<file path="src/rtl/alu_reservation_station.sv">
// ALU reservation station: buffers dispatched ops, wakes operands off two CDBs, issues one op per cycle.
// Define RS_OLDEST_FIRST_EN for oldest-first select through an age matrix; default is lowest index.
module alu_reservation_station #(
    parameter int RS_SIZE       = 8,
    parameter int ROB_INDEX_BIT = 4,
    parameter int TYPE_BIT      = 5
) (
    input  logic                     clk_in,
    input  logic                     rst_in,
    input  logic                     rdy_in,
    input  logic                     clear_in,
    input  logic                     issue_valid,
    input  logic [TYPE_BIT-1:0]      issue_type,
    input  logic [ROB_INDEX_BIT-1:0] issue_rob_id,
    input  logic [31:0]              issue_vj,
    input  logic [31:0]              issue_vk,
    input  logic                     issue_qj_valid,
    input  logic                     issue_qk_valid,
    input  logic [ROB_INDEX_BIT-1:0] issue_qj,
    input  logic [ROB_INDEX_BIT-1:0] issue_qk,
    output logic                     full,
    input  logic                     alu_cdb_valid,
    input  logic [ROB_INDEX_BIT-1:0] alu_cdb_rob_id,
    input  logic [31:0]              alu_cdb_value,
    input  logic                     lsb_cdb_valid,
    input  logic [ROB_INDEX_BIT-1:0] lsb_cdb_rob_id,
    input  logic [31:0]              lsb_cdb_value,
    output logic                     alu_req,
    output logic [TYPE_BIT-1:0]      alu_type,
    output logic [31:0]              alu_r1,
    output logic [31:0]              alu_r2,
    output logic [ROB_INDEX_BIT-1:0] alu_rob_id
);
    localparam int IW = (RS_SIZE > 1) ? $clog2(RS_SIZE) : 1;

    logic [RS_SIZE-1:0]       busy, qjv, qkv, cand, beaten;
    logic [TYPE_BIT-1:0]      typ [RS_SIZE];
    logic [ROB_INDEX_BIT-1:0] rob [RS_SIZE];
    logic [ROB_INDEX_BIT-1:0] qj  [RS_SIZE];
    logic [ROB_INDEX_BIT-1:0] qk  [RS_SIZE];
    logic [31:0]              vj  [RS_SIZE];
    logic [31:0]              vk  [RS_SIZE];
    logic [IW-1:0]            free_idx, sel_idx;
    logic                     sel_ok, alloc;

    function automatic logic hit_alu(input logic [ROB_INDEX_BIT-1:0] tag);
        return alu_cdb_valid && (tag == alu_cdb_rob_id);
    endfunction

    function automatic logic hit_lsb(input logic [ROB_INDEX_BIT-1:0] tag);
        return lsb_cdb_valid && (tag == lsb_cdb_rob_id);
    endfunction

    assign full  = &busy;
    assign cand  = busy & ~qjv & ~qkv;
    assign alloc = issue_valid && !full;

    always_comb begin
        free_idx = '0;
        for (int i = RS_SIZE - 1; i >= 0; i--) begin
            if (!busy[i]) free_idx = i[IW-1:0];
        end
    end

    always_comb begin
        sel_ok  = 1'b0;
        sel_idx = '0;
        for (int i = RS_SIZE - 1; i >= 0; i--) begin
            if (cand[i] && !beaten[i]) begin
                sel_ok  = 1'b1;
                sel_idx = i[IW-1:0];
            end
        end
    end

`ifdef RS_OLDEST_FIRST_EN
    // older[i][j] set: entry j was allocated before entry i
    logic [RS_SIZE-1:0] older [RS_SIZE];
    logic [RS_SIZE-1:0] sel_mask;

    assign sel_mask = sel_ok ? (RS_SIZE'(1) << sel_idx) : '0;

    always_comb begin
        for (int i = 0; i < RS_SIZE; i++) beaten[i] = |(cand & older[i]);
    end

    always_ff @(posedge clk_in or negedge rst_in) begin
        if (!rst_in) begin
            for (int i = 0; i < RS_SIZE; i++) older[i] <= '0;
        end else if (rdy_in) begin
            if (clear_in) begin
                for (int i = 0; i < RS_SIZE; i++) older[i] <= '0;
            end else begin
                for (int i = 0; i < RS_SIZE; i++) older[i] <= older[i] & ~sel_mask;
                if (alloc) older[free_idx] <= busy & ~sel_mask;
            end
        end
    end
`else
    assign beaten = '0;
`endif

    always_ff @(posedge clk_in or negedge rst_in) begin
        if (!rst_in) begin
            busy <= '0;
            qjv  <= '0;
            qkv  <= '0;
            for (int i = 0; i < RS_SIZE; i++) begin
                typ[i] <= '0;
                rob[i] <= '0;
                qj[i]  <= '0;
                qk[i]  <= '0;
                vj[i]  <= '0;
                vk[i]  <= '0;
            end
            alu_req    <= 1'b0;
            alu_type   <= '0;
            alu_r1     <= '0;
            alu_r2     <= '0;
            alu_rob_id <= '0;
        end else if (rdy_in) begin
            if (clear_in) begin
                busy    <= '0;
                alu_req <= 1'b0;
            end else begin
                for (int i = 0; i < RS_SIZE; i++) begin
                    if (busy[i] && qjv[i]) begin
                        if (hit_alu(qj[i])) begin
                            vj[i]  <= alu_cdb_value;
                            qjv[i] <= 1'b0;
                        end else if (hit_lsb(qj[i])) begin
                            vj[i]  <= lsb_cdb_value;
                            qjv[i] <= 1'b0;
                        end
                    end
                    if (busy[i] && qkv[i]) begin
                        if (hit_alu(qk[i])) begin
                            vk[i]  <= alu_cdb_value;
                            qkv[i] <= 1'b0;
                        end else if (hit_lsb(qk[i])) begin
                            vk[i]  <= lsb_cdb_value;
                            qkv[i] <= 1'b0;
                        end
                    end
                end
                if (alloc) begin
                    busy[free_idx] <= 1'b1;
                    typ[free_idx]  <= issue_type;
                    rob[free_idx]  <= issue_rob_id;
                    qj[free_idx]   <= issue_qj;
                    qk[free_idx]   <= issue_qk;
                    vj[free_idx]   <= issue_vj;
                    vk[free_idx]   <= issue_vk;
                    qjv[free_idx]  <= issue_qj_valid;
                    qkv[free_idx]  <= issue_qk_valid;
                    if (issue_qj_valid && hit_alu(issue_qj)) begin
                        vj[free_idx]  <= alu_cdb_value;
                        qjv[free_idx] <= 1'b0;
                    end else if (issue_qj_valid && hit_lsb(issue_qj)) begin
                        vj[free_idx]  <= lsb_cdb_value;
                        qjv[free_idx] <= 1'b0;
                    end
                    if (issue_qk_valid && hit_alu(issue_qk)) begin
                        vk[free_idx]  <= alu_cdb_value;
                        qkv[free_idx] <= 1'b0;
                    end else if (issue_qk_valid && hit_lsb(issue_qk)) begin
                        vk[free_idx]  <= lsb_cdb_value;
                        qkv[free_idx] <= 1'b0;
                    end
                end
                alu_req <= sel_ok;
                if (sel_ok) begin
                    busy[sel_idx] <= 1'b0;
                    alu_type      <= typ[sel_idx];
                    alu_r1        <= vj[sel_idx];
                    alu_r2        <= vk[sel_idx];
                    alu_rob_id    <= rob[sel_idx];
                end
            end
        end
    end
endmodule
</file>
<file path="config.mk">
export PLATFORM = sky130hd
export DESIGN_NAME = alu_reservation_station
export DESIGN_NICKNAME = d
export VERILOG_FILES = /design/src/rtl/alu_reservation_station.sv
export SDC_FILE = /design/constraint.sdc
export NUM_CORES = 2
export LEC_CHECK = 0
export ABC_AREA = 1
export BUFFER_PORTS_ARGS = -buffer_cell sky130_fd_sc_hd__buf_2
export CAP_MARGIN = 20
export CORE_MARGIN = 2
export CORE_UTILIZATION = 39
export CTS_CLUSTER_SIZE = 14
export DETAILED_ROUTE_END_ITERATION = 10
export SYNTH_ARGS = -nofsm -noshare
export SYNTH_HDL_FRONTEND = slang
export SYNTH_SLANG_ARGS = --single-unit
</file>
<file path="constraint.sdc">
create_clock -name clk_in -period 2.3 [get_ports clk_in]
set_input_delay 0.115 -clock clk_in [delete_from_list [all_inputs] [get_ports clk_in]]
set_output_delay 0.115 -clock clk_in [all_outputs]
set_load 0.03 [all_outputs]
</file>
==> results_dict.tcl <==
set metrics [dict create \
    drt_iter0_drc 10100 \
    cap_violations 0 \
    cts_max_path_buffers 3 \
    drtAntennaViolNets 0 \
    setup_viol 1 \
    grt_pass1_wl_mm 400 \
    hold_depth 5 \
    async_reset_ff_frac 1.00 \
    ys.flop_type "dfrtp_1" \
    path_max_fanout 7 \
    cts_made_buffers 95 \
    finalInstanceArea_um2 63100 \
    pin_count 237 \
    area_growth_pct 21.8 \
    routed_wl_mm 283 \
    hold_path_class "in -> reg" \
    nNetsFinal 7946 \
    worstPathArrival_ns 2.98 \
    grt_pass1_vias 56800 \
    cp.required_ns 2.98 \
    synth_area_per_cell_um2 6.90 \
    vias 61000 \
    p_per_area_nw_per_um2 726 \
    reg2regPathDepth 16 \
    rows 133 \
    first_pass_iters 9 \
    dieArea_um2 136000 \
    design.core.area_um2 132000 \
    relSlewSlack 0.417 \
    leakage_nw 27.5 \
    min_period_ns 2.31 \
    setup_ws_ns -0.00672 \
    grt_use_total 0.401 \
    portBuffers 236 \
    synth_edf_count 0 \
    placed_area_um2 58100 \
    max-vdd-ir-drop_mv 0.671 \
    antenna_found_initial 21 \
    final_max_slew_viol_count 0 \
    hpwlAfterDp_mm 176 \
    root_buffer "clkbuf_16" \
    fmax_mhz 434 \
    synth_area_um2 51800 \
    hold_viol 0 \
    die_h_um 368 \
    fill_cells 13000 \
    path_clk_slew_ns 0.06 \
    cts.sinks 746 \
    synthesis.instances 7503 \
    worstSetupPathType "reg -> reg" \
    grt-ovfl-total 0 \
    start_util 0.393 \
    syn_nets 7665 \
    min_period_over_period 1.00 \
    die_w_um 368 \
    synth-seq-cells 746 \
    post-route-drc-count 0 \
    status "finished with violations" \
    mostFrequentLayoutCells "2423 x nand2_1, 744 x dfrtp_1, 549 x nand3_1" \
    clock_skew_ns 0.0498 \
    yosysWarnings 0 \
    rsz0062_at_grt "true" \
    via_per_inst 6.34 \
    wl_per_cell_um 29.4 \
    violations "negative setup slack" \
    cp-end-kind "register" \
    yosysSeqAreaShare 0.361 \
    pre_cts_ws_ns -0.0303 \
    final_common_cell "nand2_1" \
    htree_levels 3 \
    cts_tree "done" \
    clk_latency_ns 0.76 \
    grt_start_max_net_pins 143 \
    worst_pin_slew_ns 0.874 \
    drive_gt1_frac 0.168 \
    start_kind "register" \
    place.gp.congestion 0.979 \
    setup_tns_ns -0.00672 \
    synthDistinctLibCells 53 \
]
registers in the layout (all words and copies together), names as in the netlist, 32 cells and up:
signal / flops
vk: 256
typ: 40
alu_r1: 32
rob: 32
qj: 32
alu_r2: 32
qk: 32
vj: 256
cell usage after synthesis, types with 4 or more instances:
cell	count	area, µm²
nor2_1	321	1200
buf_4	58	435
dfrtp_1	746	18700
nor3_2	4	40.0
o21ai_0	484	2420
o211ai_2	129	1610
a31oi_1	6	37.5
nor2_2	12	75.1
buf_1	30	113
o211ai_1	349	2620
o211ai_4	25	532
inv_1	496	1860
nor3_1	4	20.0
o2111ai_1	42	368
nand4_1	15	93.8
o21ai_1	93	465
a22oi_1	11	82.6
nand2_1	2431	9130
a21oi_1	520	2600
o21ai_2	32	280
buf_2	234	1170
nand3_2	7	70.1
or2_1	14	87.6
clkbuf_1	309	1160
clkinv_1	7	26.3
or2_4	11	96.3
nand3b_1	12	90.1
nor2_4	6	67.6
nand2_4	11	124
o22ai_1	325	2030
a21oi_2	4	35.0
nand2_2	44	275
nand3_1	568	2840
a22o_1	5	43.8
xor2_1	12	105
buf_6	19	214
inv_2	68	255
xnor2_1	15	131
report_power, final:
| group | switching (W) | internal [W] | leakage (nW) |
|---|---|---|---|
| clock | 0.00677 | 0.00941 | 1.60 |
| sequential | 0.00175 | 0.0156 | 9.84 |
| combinational | 0.00814 | 0.00411 | 16.0 |
| total | 0.0167 | 0.0291 | 27.5 |
metrics by stage:
step                      hold WS [ns]  std cells   util  power [W]
after floorplan                 -0.181       7503      -     0.0244
after global placement          0.0994       9321  0.441     0.0290
after detailed placement         0.101       9321  0.441     0.0292
after CTS                      0.00110       9582  0.473     0.0454
after global routing            0.0317       9620  0.479     0.0475
final                          0.00778       9629  0.479     0.0458
cell families after synthesis:
family,count (synthesis),share of synthesized area
buffers and inverters,1223,0.101
and+or+nand+nor,3471,0.277
xor gates and xnor gates,27,0.00457
AOI/OAI and AO/OA,2036,0.256
DFF,746,0.361
path summary, 6_finish.rpt:
kind	from	end	slack [ns]
max in group asynchronous	rst_in	busy[6]$_DFFE_PN0P_	1.45
max reg2reg	busy[2]$_DFFE_PN0P_	alu_r2[25]$_DFFE_PN0P_	-0.007
min reg2reg	alu_r1[25]$_DFFE_PN0P_	alu_r1[25]$_DFFE_PN0P_	0.47
max	busy[2]$_DFFE_PN0P_	alu_r2[25]$_DFFE_PN0P_	-0.007
min	issue_vk[6]	vk[6]$_DFFE_PN0P_	0.008
min in group asynchronous	rst_in	alu_r2[6]$_DFFE_PN0P_	0.23
layout make-up:
cell class	count	area, µm²	share of cell area
clock inverters	38	513	0.00814
flip-flops and latches	746	18700	0.296
repair buffers	833	8450	0.134
inverters	573	2200	0.0349
multi-input cells	5534	28200	0.448
clock buffers	136	2740	0.0435
diodes	13	32.5	0.000516
well taps	1755	2200	0.0348
repair inverters	1	16.3	0.000258
routing by layer:
layer / wire length (µm) / vias to the layer above / track usage
li1: - / 25800 / -
met1: 103000 / 28700 / 0.511
met2: 113000 / 5270 / 0.558
met3: 44000 / 1280 / 0.153
met4: 23200 / 20 / 0.273
met5: 170 / - / 0
timing repair:
item                                   in CTS  in global routing
hold buffers                               87                  0
resized for setup                           1                 75
buffers inserted                            0                 23
pin swaps                                   0                 11
setup endpoints to repair                   5                174
endpoints found under the hold margin    1091                  0
cloned                                      0                 11
critical path, stage by stage (launching register included):
cell and delay, ns:
dfrtp_1 0.39, inv_2 0.07, nor2_1 0.04, nand2_1 0.10, nand2_2 0.09, inv_2 0.07
nand2_2 0.08, nor2_4 0.28, buf_8 0.22, buf_12 0.16, nand2_1 0.07, o21ai_0 0.07
inv_1 0.06, o2111ai_1 0.14, nand3_1 0.15, buf_4 0.19, nand2_1 0.06
No activity file was read; power rests on OpenSTA's default activity.
